<file path="src/rtl/mips_wb_stage_pkg.sv">
// Shared MIPS-I opcode/func constants and write-back state encoding.
package mips_wb_stage_pkg;

    localparam int unsigned DATA_W = 32;
    localparam int unsigned REG_W  = 5;
    localparam int unsigned OP_W   = 6;

    localparam logic [OP_W-1:0] OP_R_FORM = 6'h00;
    localparam logic [OP_W-1:0] OP_J      = 6'h02;
    localparam logic [OP_W-1:0] OP_JAL    = 6'h03;
    localparam logic [OP_W-1:0] OP_BEQ    = 6'h04;
    localparam logic [OP_W-1:0] OP_BNE    = 6'h05;
    localparam logic [OP_W-1:0] OP_ADDI   = 6'h08;
    localparam logic [OP_W-1:0] OP_ADDIU  = 6'h09;
    localparam logic [OP_W-1:0] OP_SLTI   = 6'h0A;
    localparam logic [OP_W-1:0] OP_SLTIU  = 6'h0B;
    localparam logic [OP_W-1:0] OP_ANDI   = 6'h0C;
    localparam logic [OP_W-1:0] OP_ORI    = 6'h0D;
    localparam logic [OP_W-1:0] OP_XORI   = 6'h0E;
    localparam logic [OP_W-1:0] OP_LUI    = 6'h0F;
    localparam logic [OP_W-1:0] OP_LB     = 6'h20;
    localparam logic [OP_W-1:0] OP_LH     = 6'h21;
    localparam logic [OP_W-1:0] OP_LW     = 6'h23;
    localparam logic [OP_W-1:0] OP_LBU    = 6'h24;
    localparam logic [OP_W-1:0] OP_LHU    = 6'h25;
    localparam logic [OP_W-1:0] OP_SB     = 6'h28;
    localparam logic [OP_W-1:0] OP_SH     = 6'h29;
    localparam logic [OP_W-1:0] OP_SW     = 6'h2B;

    localparam logic [OP_W-1:0] FN_ADD    = 6'h20;
    localparam logic [OP_W-1:0] FN_JR     = 6'h08;
    localparam logic [OP_W-1:0] FN_JALR   = 6'h09;

    typedef enum logic [0:0] {
        ST_IDLE     = 1'b0,
        ST_WAIT_MEM = 1'b1
    } wb_state_e;

    function automatic logic is_load(input logic [OP_W-1:0] op);
        return op inside {OP_LB, OP_LH, OP_LW, OP_LBU, OP_LHU};
    endfunction

    // ADDI..LUI occupy the contiguous block 0x08-0x0F
    function automatic logic is_alu_imm(input logic [OP_W-1:0] op);
        return op[5:3] == 3'b001;
    endfunction

endpackage

</file>
<file path="src/rtl/wb_load_align.sv">
// Little-endian byte/halfword lane select with sign/zero extension for loads.
module wb_load_align
    import mips_wb_stage_pkg::*;
(
    input  logic [OP_W-1:0]   op_i,
    input  logic [1:0]        addr_i,
    input  logic [DATA_W-1:0] word_i,
    output logic [DATA_W-1:0] data_c,
    output logic              misalign_c
);

    logic [7:0]  byte_sel;
    logic [15:0] half_sel;

    always_comb begin
        unique case (addr_i)
            2'd0:    byte_sel = word_i[7:0];
            2'd1:    byte_sel = word_i[15:8];
            2'd2:    byte_sel = word_i[23:16];
            default: byte_sel = word_i[31:24];
        endcase
        half_sel = addr_i[1] ? word_i[31:16] : word_i[15:0];
    end

    // Misaligned halfwords still use the addr[1] lane; LW passes the word through
    always_comb begin
        data_c     = word_i;
        misalign_c = 1'b0;
        case (op_i)
            OP_LB:  data_c = {{24{byte_sel[7]}}, byte_sel};
            OP_LBU: data_c = {24'd0, byte_sel};
            OP_LH: begin
                data_c     = {{16{half_sel[15]}}, half_sel};
                misalign_c = addr_i[0];
            end
            OP_LHU: begin
                data_c     = {16'd0, half_sel};
                misalign_c = addr_i[0];
            end
            OP_LW:  misalign_c = (addr_i != 2'd0);
            default: ;
        endcase
    end

endmodule

</file>
<file path="src/rtl/mips_wb_stage.sv">
// MIPS write-back stage: destination/source select, load parking and
// register-file write port.
module mips_wb_stage
    import mips_wb_stage_pkg::*;
#(
    parameter int unsigned DW = DATA_W,
    parameter int unsigned RW = REG_W
) (
    input  logic          CLK,
    input  logic          RST,
    input  logic          In_valid,
    output logic          In_ready,
    input  logic [31:0]   In_ins,
    input  logic [DW-1:0] In_alu,
    input  logic [DW-1:0] In_pc4,
    input  logic          Mem_rvalid,
    input  logic [DW-1:0] Mem_rdata,
    output logic          We,
    output logic [RW-1:0] Waddr,
    output logic [DW-1:0] Wdata,
    output logic          Busy,
    output logic          Err,
    output logic [DW-1:0] Ret_cnt
);

    logic [OP_W-1:0] ins_op;
    logic [OP_W-1:0] ins_func;
    logic [RW-1:0]   ins_rt;
    logic [RW-1:0]   ins_rd;
    logic            unused_ins_bits;

    assign ins_op          = In_ins[31:26];
    assign ins_func        = In_ins[5:0];
    assign ins_rt          = RW'(In_ins[20:16]);
    assign ins_rd          = RW'(In_ins[15:11]);
    assign unused_ins_bits = ^{In_ins[25:21], In_ins[10:6]};

    wb_state_e       state_q, state_d;
    logic            we_q, we_d;
    logic [RW-1:0]   waddr_q, waddr_d;
    logic [DW-1:0]   wdata_q, wdata_d;
    logic            err_q, err_d;
    logic [DW-1:0]   ret_q, ret_d;
    logic [RW-1:0]   ld_rt_q, ld_rt_d;
    logic [OP_W-1:0] ld_op_q, ld_op_d;
    logic [1:0]      ld_addr_q, ld_addr_d;

    logic            dec_wr;
    logic [RW-1:0]   dec_dst;
    logic [DW-1:0]   dec_val;
    logic [DW-1:0]   align_data;
    logic            align_mis;

    wb_load_align u_align (
        .op_i       (ld_op_q),
        .addr_i     (ld_addr_q),
        .word_i     (Mem_rdata),
        .data_c     (align_data),
        .misalign_c (align_mis)
    );

    // Non-load destination and result source
    always_comb begin
        dec_wr  = 1'b0;
        dec_dst = ins_rt;
        dec_val = In_alu;
        if (ins_op == OP_R_FORM) begin
            dec_wr  = (ins_func != FN_JR);
            dec_dst = ins_rd;
            if (ins_func == FN_JALR) dec_val = In_pc4;
        end else if (is_alu_imm(ins_op)) begin
            dec_wr = 1'b1;
        end else if (ins_op == OP_JAL) begin
            dec_wr  = 1'b1;
            dec_dst = RW'(31);
            dec_val = In_pc4;
        end
    end

    // Next-state; Waddr/Wdata only move when a real write is issued
    always_comb begin
        state_d   = state_q;
        we_d      = 1'b0;
        waddr_d   = waddr_q;
        wdata_d   = wdata_q;
        err_d     = err_q;
        ret_d     = ret_q;
        ld_rt_d   = ld_rt_q;
        ld_op_d   = ld_op_q;
        ld_addr_d = ld_addr_q;
        unique case (state_q)
            ST_IDLE: begin
                if (Mem_rvalid) err_d = 1'b1;
                if (In_valid) begin
                    if (is_load(ins_op)) begin
                        ld_rt_d   = ins_rt;
                        ld_op_d   = ins_op;
                        ld_addr_d = In_alu[1:0];
                        state_d   = ST_WAIT_MEM;
                    end else begin
                        ret_d = ret_q + DW'(1);
                        if (dec_wr && (dec_dst != '0)) begin
                            we_d    = 1'b1;
                            waddr_d = dec_dst;
                            wdata_d = dec_val;
                        end
                    end
                end
            end
            ST_WAIT_MEM: begin
                if (Mem_rvalid) begin
                    state_d = ST_IDLE;
                    ret_d   = ret_q + DW'(1);
                    err_d   = err_q | align_mis;
                    if (ld_rt_q != '0) begin
                        we_d    = 1'b1;
                        waddr_d = ld_rt_q;
                        wdata_d = align_data;
                    end
                end
            end
            default: state_d = ST_IDLE;
        endcase
    end

    always_ff @(posedge CLK or posedge RST) begin
        if (RST) begin
            state_q   <= ST_IDLE;
            we_q      <= 1'b0;
            waddr_q   <= '0;
            wdata_q   <= '0;
            err_q     <= 1'b0;
            ret_q     <= '0;
            ld_rt_q   <= '0;
            ld_op_q   <= '0;
            ld_addr_q <= '0;
        end else begin
            state_q   <= state_d;
            we_q      <= we_d;
            waddr_q   <= waddr_d;
            wdata_q   <= wdata_d;
            err_q     <= err_d;
            ret_q     <= ret_d;
            ld_rt_q   <= ld_rt_d;
            ld_op_q   <= ld_op_d;
            ld_addr_q <= ld_addr_d;
        end
    end

    assign In_ready = (state_q == ST_IDLE);
    assign Busy     = (state_q == ST_WAIT_MEM);
    assign We       = we_q;
    assign Waddr    = waddr_q;
    assign Wdata    = wdata_q;
    assign Err      = err_q;
    assign Ret_cnt  = ret_q;

endmodule

</file>
<file path="config.mk">
export PLATFORM = sky130hd
export DESIGN_NAME = mips_wb_stage
export DESIGN_NICKNAME = d
export VERILOG_FILES = /design/src/rtl/mips_wb_stage_pkg.sv /design/src/rtl/wb_load_align.sv /design/src/rtl/mips_wb_stage.sv
export SDC_FILE = /design/constraint.sdc
export NUM_CORES = 1
export LEC_CHECK = 0
export ABC_CLOCK_PERIOD_IN_PS = 4500
export CAP_MARGIN = 30
export CORE_ASPECT_RATIO = 0.5
export CORE_UTILIZATION = 47
export DETAILED_ROUTE_END_ITERATION = 16
export PLACE_DENSITY = 0.87
export REMOVE_ABC_BUFFERS = 1
export SETUP_SLACK_MARGIN = 0.5
export SLEW_MARGIN = 30
export SYNTH_ARGS = -nofsm -noshare
export SYNTH_HDL_FRONTEND = slang
export SYNTH_SLANG_ARGS = --single-unit
</file>
<file path="constraint.sdc">
create_clock -name CLK -period 4.5 [get_ports CLK]
set_input_delay 0.9 -clock CLK [delete_from_list [all_inputs] [get_ports CLK]]
set_output_delay 0.9 -clock CLK [all_outputs]
set_load 0.005 [all_outputs]
</file>
# Word-level counts from Yosys, hierarchy flattened
# Index checks and enable logic that the tools add are counted.
classes:
  bitwise_logic: 2
  eq_ne: 22
  reduce_logical: 12
  mux: 43
  add_sub_neg: 1
op_table:
  columns: ["operator", "n"]
  rows:
  - ["32-bit 2-to-1 mux", 12]
  - ["32-bit one-hot mux with 2 select lines", 2]
  - ["32-bit one-hot mux with 4 select lines", 1]
  - ["6-bit == test, second input constant", 10]
  - ["5-bit 2-to-1 mux", 8]
  - ["32-bit by 1-bit adder with 32-bit output, second input constant", 1]
  - ["8-bit one-hot mux with 3 select lines", 1]
  - ["16-bit 2-to-1 mux", 1]
  - ["5-bit nonzero test", 3]
  - ["1-bit 2-to-1 mux", 13]
  - ["5-bit one-hot mux with 2 select lines", 1]
  - ["1-bit one-hot mux with 2 select lines", 4]
  - ["6-bit by 2-bit == test with 1-bit output, second input constant", 1]
  - ["6-bit by 4-bit == test with 1-bit output, second input constant", 1]
  - ["6-bit logical NOT", 1]
  - ["2-bit by 1-bit != test with 1-bit output, second input constant", 3]
  - ["2-bit != test, second input constant", 3]
  - ["6-bit by 4-bit != test with 1-bit output, second input constant", 1]
  - ["3-bit AND reduction", 2]
  - ["5-bit AND reduction", 1]
  - ["3-bit by 1-bit == test with 1-bit output, second input constant", 1]
  - ["2-bit by 1-bit == test with 1-bit output, second input constant", 1]
  - ["2-bit == test, second input constant", 1]
  - ["2-bit logical NOT", 1]
  - ["other kinds (6)", 6]
totals:
  wordCells: 89
  regBits: 85
  input_bits: 132
  out_inout_bits: 73

# Logic depth before layout (Yosys ltp)
depth:
  word_depth: 10
  depth_mapped: 9

# By module
# A second synthesis with hierarchy kept.
unflattened:
  cells_unflattened: 672
  hier_area_um2: 5728.0
modules_own_cells:
  columns: ["module", "seq_area_each_um2", "area_per_inst_um2", "cells_each", "instances"]
  rows:
  - ["mips_wb_stage", 2127.0, 4822.1, 555, 1]
  - ["wb_load_align", 0.0, 905.9, 117, 1]

# Least setup slack after synthesis
# OpenSTA, ideal clock, no wires.
synth_path:
  path_type: "input to register"
  from: "input In_ins[31]"
  to: "register wdata_q[10] (netlist: Wdata[10])"
  cell_stages: 6
  t_arrival_ns: 2.490
  t_required_ns: 4.371
  slack_ns: 1.881
  setup_ns: 0.129
  n_path_buf: 1
  cell_sequence: "or4_4 a21oi_2 buf_2 mux2_2 o221ai_1 mux2i_1"
synth_between:
  elab_chain_cells: 8
synth_lines:
  columns: ["item", "line_no", "rtl"]
  rows:
  - ["start: declaration", "mips_wb_stage.sv:13", "input logic [31:0] In_ins,"]
  - ["6-bit by 2-bit == test with 1-bit output", "mips_wb_stage.sv:73", "end else if (ins_op == OP_JAL) begin"]
  - ["5-bit 2-to-1 mux or 32-bit 2-to-1 mux (tied branches)", "mips_wb_stage.sv:73", null]
  - ["5-bit 2-to-1 mux or 32-bit 2-to-1 mux (tied branches)", "mips_wb_stage.sv:71", "end else if (is_alu_imm(ins_op)) begin"]
  - ["5-bit 2-to-1 mux or 32-bit 2-to-1 mux (tied branches)", "mips_wb_stage.sv:67", "if (ins_op == OP_R_FORM) begin"]
  - ["5-bit nonzero test or 32-bit 2-to-1 mux (tied branches)", "mips_wb_stage.sv:102", "if (dec_wr && (dec_dst != '0)) begin"]
  - ["1-bit logical AND or 32-bit 2-to-1 mux (tied branches)", "mips_wb_stage.sv:102, mips_wb_stage.sv:95", null]
  - ["2-bit by 1-bit != test with 1-bit output (no source line) or 32-bit 2-to-1 mux (tied branches)", null, null]
  - ["5-bit AND reduction (no source line) or 32-bit one-hot mux with 2 select lines (tied branches)", null, null]
  - ["end signal: assignment", "mips_wb_stage.sv:141", "wdata_q <= wdata_d;"]
  - ["end: declaration", "mips_wb_stage.sv:41", "logic [DW-1:0] wdata_q, wdata_d;"]
# Parallel ways exist; a longest one is shown, timed or not. The select of a mux whose other input is x is not followed.
# A chain may end at the register's enable or synchronous reset.

# Worst setup path in the final report
layout_path:
  from: "input In_ins[31]"
  to: "register wdata_q[25] (netlist: Wdata[25])"
# Same word-level chain as after synthesis.

==> impl.org <==
** Status
- Outcome :: finished, final reports clean

** Critical path
- STA classifies the critical path endpoint as a flip-flop.
- WP depth :: 8
- For the worst setup path, the data arrival time is 3570 ps.
- The worst setup path is of the in -> reg kind.
- Req. time, crit path :: 4680 ps
- On the critical path, the stage with the largest delay is an instance of sky130_fd_sc_hd__nor4_1.
- Reg2reg setup slack :: ~1800 ps
- The number of cells on the worst reg-to-reg path is 6.
- Critical path fanouts, max :: 61
- Critical path buffer and inverter count :: 2
- Walking the worst path, the cells encountered are clkdlybuf4s50_1, nor4_1, nand2_1, o32ai_2, a31oi_4, buf_4, nor2_1, a21oi_1.
- For this run, the slowest stage of the critical path takes about 660 ps.
- Category of cells accounting for the largest share of critical-path delay :: simple AND/OR/NAND/NOR gates
- STA classifies the critical path startpoint as an input port.

** Placement
- Once detailed placement completed, the half-perimeter wirelength came to 10,470 um.
- Count of input and output buffers :: between 150 and 200
- Final RePlAce weighted congestion :: 0.9055
- Post-Place Cells :: about 810

** Global route
- Global-route track usage on met2 :: 0.4701
- Maximum number of pins on one net before global-route repair :: just over 60
- The first global-routing pass estimated 22,560 um of wire.
- Antenna violations before repair :: 0
- For met1 alone, demand over resource in global routing was 0.3309.
- GR Layer Usage met3 :: 0.07178
- Summed over all layers, the global routing overflow is 0.
- met2 is the most crowded layer.
- The via count of the first global-routing pass was about 4,600.
- In the global route stage, overall resource usage came out at 0.2668.

** Clock tree
- Counting every sink on the clock net gives 85.
- Clock Latency Late Sink :: 340 ps
- Total clock buffers created by CTS :: 9
- CTS placed an instance of sky130_fd_sc_hd__clkbuf_16 at the clock tree root.
- Clock transition at the registers of the reported paths :: around 60 ps
- CTS hold repair buffers :: 0
- Htree depth :: 3
- Clock tree from TritonCTS :: built
- Quantity of gates resized following cts :: 0
- Count of buffers added by post-CTS timing repair for setup :: 0
- Buffer levels on the longest clock path :: 2

** Routing
- Routed len/inst :: roughly 18 um
- Via total after detailed routing :: about 4,700
- After the first detailed-routing iteration, the DRC count stood at around 270.
- The first TritonRoute pass finished after 5 iterations.
- Antenna Violating Nets Remaining :: 0
- After detailed routing, the number of vias per cell comes to 5.716.
- DRC :: 0
- Wirelength, routed :: approximately 15,000 um

** Final layout
- Synth-to-layout area growth :: 47.55%
- 0 antenna diodes ended up in the layout.
- Share of the core filled with cells :: 0.7142
- Layout Cells excl Fill :: just over 800
- Fraction of final layout cells sized beyond drive strength 1 :: 0.09420
- At the end of the flow, the number of nets in the layout was 818.

** Timing
- For the final routed database, the setup TNS stands at 0 ps.
- Time the final worst path needs with I/O delays and setup :: 3388 ps
- Max_slew headroom :: 0.3905
- At the pin with the least slew margin, the transition time is a little over 900 ps.
- Worst Skew :: approximately 6.5 ps
- Timing would allow up to 295.1 MHz.
- Worst hold slack across all endpoints :: 466.6 ps
- Final max-slew violation count :: 0
- Unrepaired setup endpoints after global routing :: no
- Final setup fails :: 0
- Final hold violation count :: 0
- Share of the cycle needed by the critical path after routing :: 0.7530

** Floorplanning
- Measured along the y axis, the die boundary spans 74.53 um.
- Standard-cell row count :: 26
- Chip Width :: 147.1 um
- The floorplan step defined a core boundary enclosing 10,210 um^2.
- For this configuration, the core starts out at a cell density of 0.4841.
- I/O pin count :: 205
- Die area :: 10,960 um^2

** Yosys
- After synthesis, the share of flip-flops with an asynchronous set or reset is 1.000.
- Counting every instance in the synthesized netlist gives 505.
- Top-area cell type share of the netlist area :: 0.4302
- In the synthesized netlist the dominant register cell turns out to be sky130_fd_sc_hd__dfrtp_1.
- The synthesized design contains 0 enable-type register cells.
- Leading area contributor after synthesis :: sky130_fd_sc_hd__dfrtp_1
- In this run the mean area of a mapped cell was 9.792 um^2.
- Yosys mapped the design onto 54 distinct sky130hd cell types.
- Counting flops and latches in the post-synthesis netlist gives 85.
- Library cell with the highest instance count after synthesis :: sky130_fd_sc_hd__dfrtp_1
- Of the synthesized area, sequential elements account for 0.4302.
- Ys Warns :: 0
- Summing every instance area after synthesis gives around 4900 um^2.
- Top cell types by occurrence after synthesis :: 85 x sky130_fd_sc_hd__dfrtp_1, 62 x sky130_fd_sc_hd__nand2_1, 29 x sky130_fd_sc_hd__nor2_1
- After synthesis, the cell types taking the most area are sky130_fd_sc_hd__dfrtp_1 43%, sky130_fd_sc_hd__mux2_2 5.9%, sky130_fd_sc_hd__mux2i_1 4.9%.

** Worst hold path
- Kind of path behind the tightest hold check :: reg -> reg
- Worst hold path stage count :: 1

** Flow run
- Across the run, the number of max-cap violations was 0.

** Pwr
- VDD sags by at most 0.0002017 V.
- Leak Pwr :: 0.002872 uW
- Power Total :: about 2800 uW
- Power density normalized to cell area :: 386.5 nW/um^2
==> kinds of logic after synthesis <==
group,synth area share
simple gates,0.1688
fa+ha+maj,0.002530
compound gates,0.1528
flops,0.4302
buf+inv,0.04478
xor+xnor,0.05668
mux,0.1442
==> flip-flops by register name, indices dropped and copies added, names as in the netlist <==
register,flops
Ret_cnt,32
ld_addr_q,2
ld_rt_q,5
ld_op_q,6
We,1
Wdata,32
Waddr,5
Err,1
Busy,1
==> worst reg2reg max path, cell delays in order (launching register included) <==
cell and delay [ps]:
sky130_fd_sc_hd__dfrtp_1 430, sky130_fd_sc_hd__or4b_1 910, sky130_fd_sc_hd__nor3_1 840, sky130_fd_sc_hd__nand2_1 130, sky130_fd_sc_hd__nand3_1 150, sky130_fd_sc_hd__o211ai_1 100
sky130_fd_sc_hd__o21ai_0 120
==> path summary, 6_finish.rpt <==
path / from / endpoint
worst max-delay path: In_ins[31] / Wdata[25]$_DFFE_PP0P_
worst min-delay path: Err$_DFFE_PP0P_ / Err$_DFFE_PP0P_
worst max register to register: ld_op_q[1]$_DFFE_PP0P_ / Wdata[0]$_DFFE_PP0P_
worst min register to register: Err$_DFFE_PP0P_ / Err$_DFFE_PP0P_
max in group asynchronous: RST / Ret_cnt[25]$_DFFE_PP0P_
min in group asynchronous: RST / Wdata[15]$_DFFE_PP0P_
==> report_power, final <==
group	switching (uW)	total [uW]	internal [uW]
registers	164	1100	935
clock network	308	797	489
logic	370	923	553
total	843	2820	1980
==> per-layer routing <==
layer  routed length [um]  vias to the layer above
met5                    0                        -
met4                  161                        0
met3                 1132                       20
met2                 7236                      218
met1                 6059                     2318
li1                     -                     2188
==> placed cells by master (no fill, tap or decap), types with 2 or more instances in the layout <==
master,count
sky130_fd_sc_hd__clkbuf_16,9
sky130_fd_sc_hd__and4_1,3
sky130_fd_sc_hd__nor4_1,2
sky130_fd_sc_hd__a31oi_1,6
sky130_fd_sc_hd__nor3_1,9
sky130_fd_sc_hd__o21bai_1,2
sky130_fd_sc_hd__nand2b_1,4
sky130_fd_sc_hd__xnor2_1,23
sky130_fd_sc_hd__o21ai_0,18
sky130_fd_sc_hd__and2_1,3
sky130_fd_sc_hd__o21ai_1,7
sky130_fd_sc_hd__mux2_2,26
sky130_fd_sc_hd__nor2_1,29
sky130_fd_sc_hd__a22oi_1,8
sky130_fd_sc_hd__nand4_1,7
sky130_fd_sc_hd__a22o_1,16
sky130_fd_sc_hd__bufinv_16,2
sky130_fd_sc_hd__or2_2,2
sky130_fd_sc_hd__mux2i_1,24
sky130_fd_sc_hd__clkbuf_1,2
sky130_fd_sc_hd__buf_4,6
sky130_fd_sc_hd__a21oi_1,21
sky130_fd_sc_hd__mux4_2,8
sky130_fd_sc_hd__o221ai_1,11
sky130_fd_sc_hd__clkdlybuf4s50_1,194
sky130_fd_sc_hd__nand2_1,62
sky130_fd_sc_hd__nor2b_1,6
sky130_fd_sc_hd__o211ai_1,9
sky130_fd_sc_hd__nor4b_1,2
sky130_fd_sc_hd__xor2_1,9
sky130_fd_sc_hd__inv_1,19
sky130_fd_sc_hd__and3_1,10
sky130_fd_sc_hd__clkinvlp_4,2
sky130_fd_sc_hd__nand3_1,21
sky130_fd_sc_hd__dfrtp_1,85
==> layout make-up <==
class | instances | area (um^2)
Clock buffer | 11 | 232.7
Clock inverter | 5 | 83.83
Fill cell | 779 | 2919
Inverter | 20 | 77.57
Multi-Input combinational cell | 369 | 2613
Sequential cell | 85 | 2127
Tap cell | 140 | 175.2
Timing Repair Buffer | 200 | 1987
==> per-stage QoR <==
step	cell area, um^2	setup slack, ps
2_1_floorplan	4798	498.0
3_3_place_gp	6978	858.6
3_5_place_dp	6978	791.9
4_1_cts	7295	1142
5_1_grt	7296	930.4
6_report	7296	1112
Note: power is estimated with default switching activity, not from simulation.
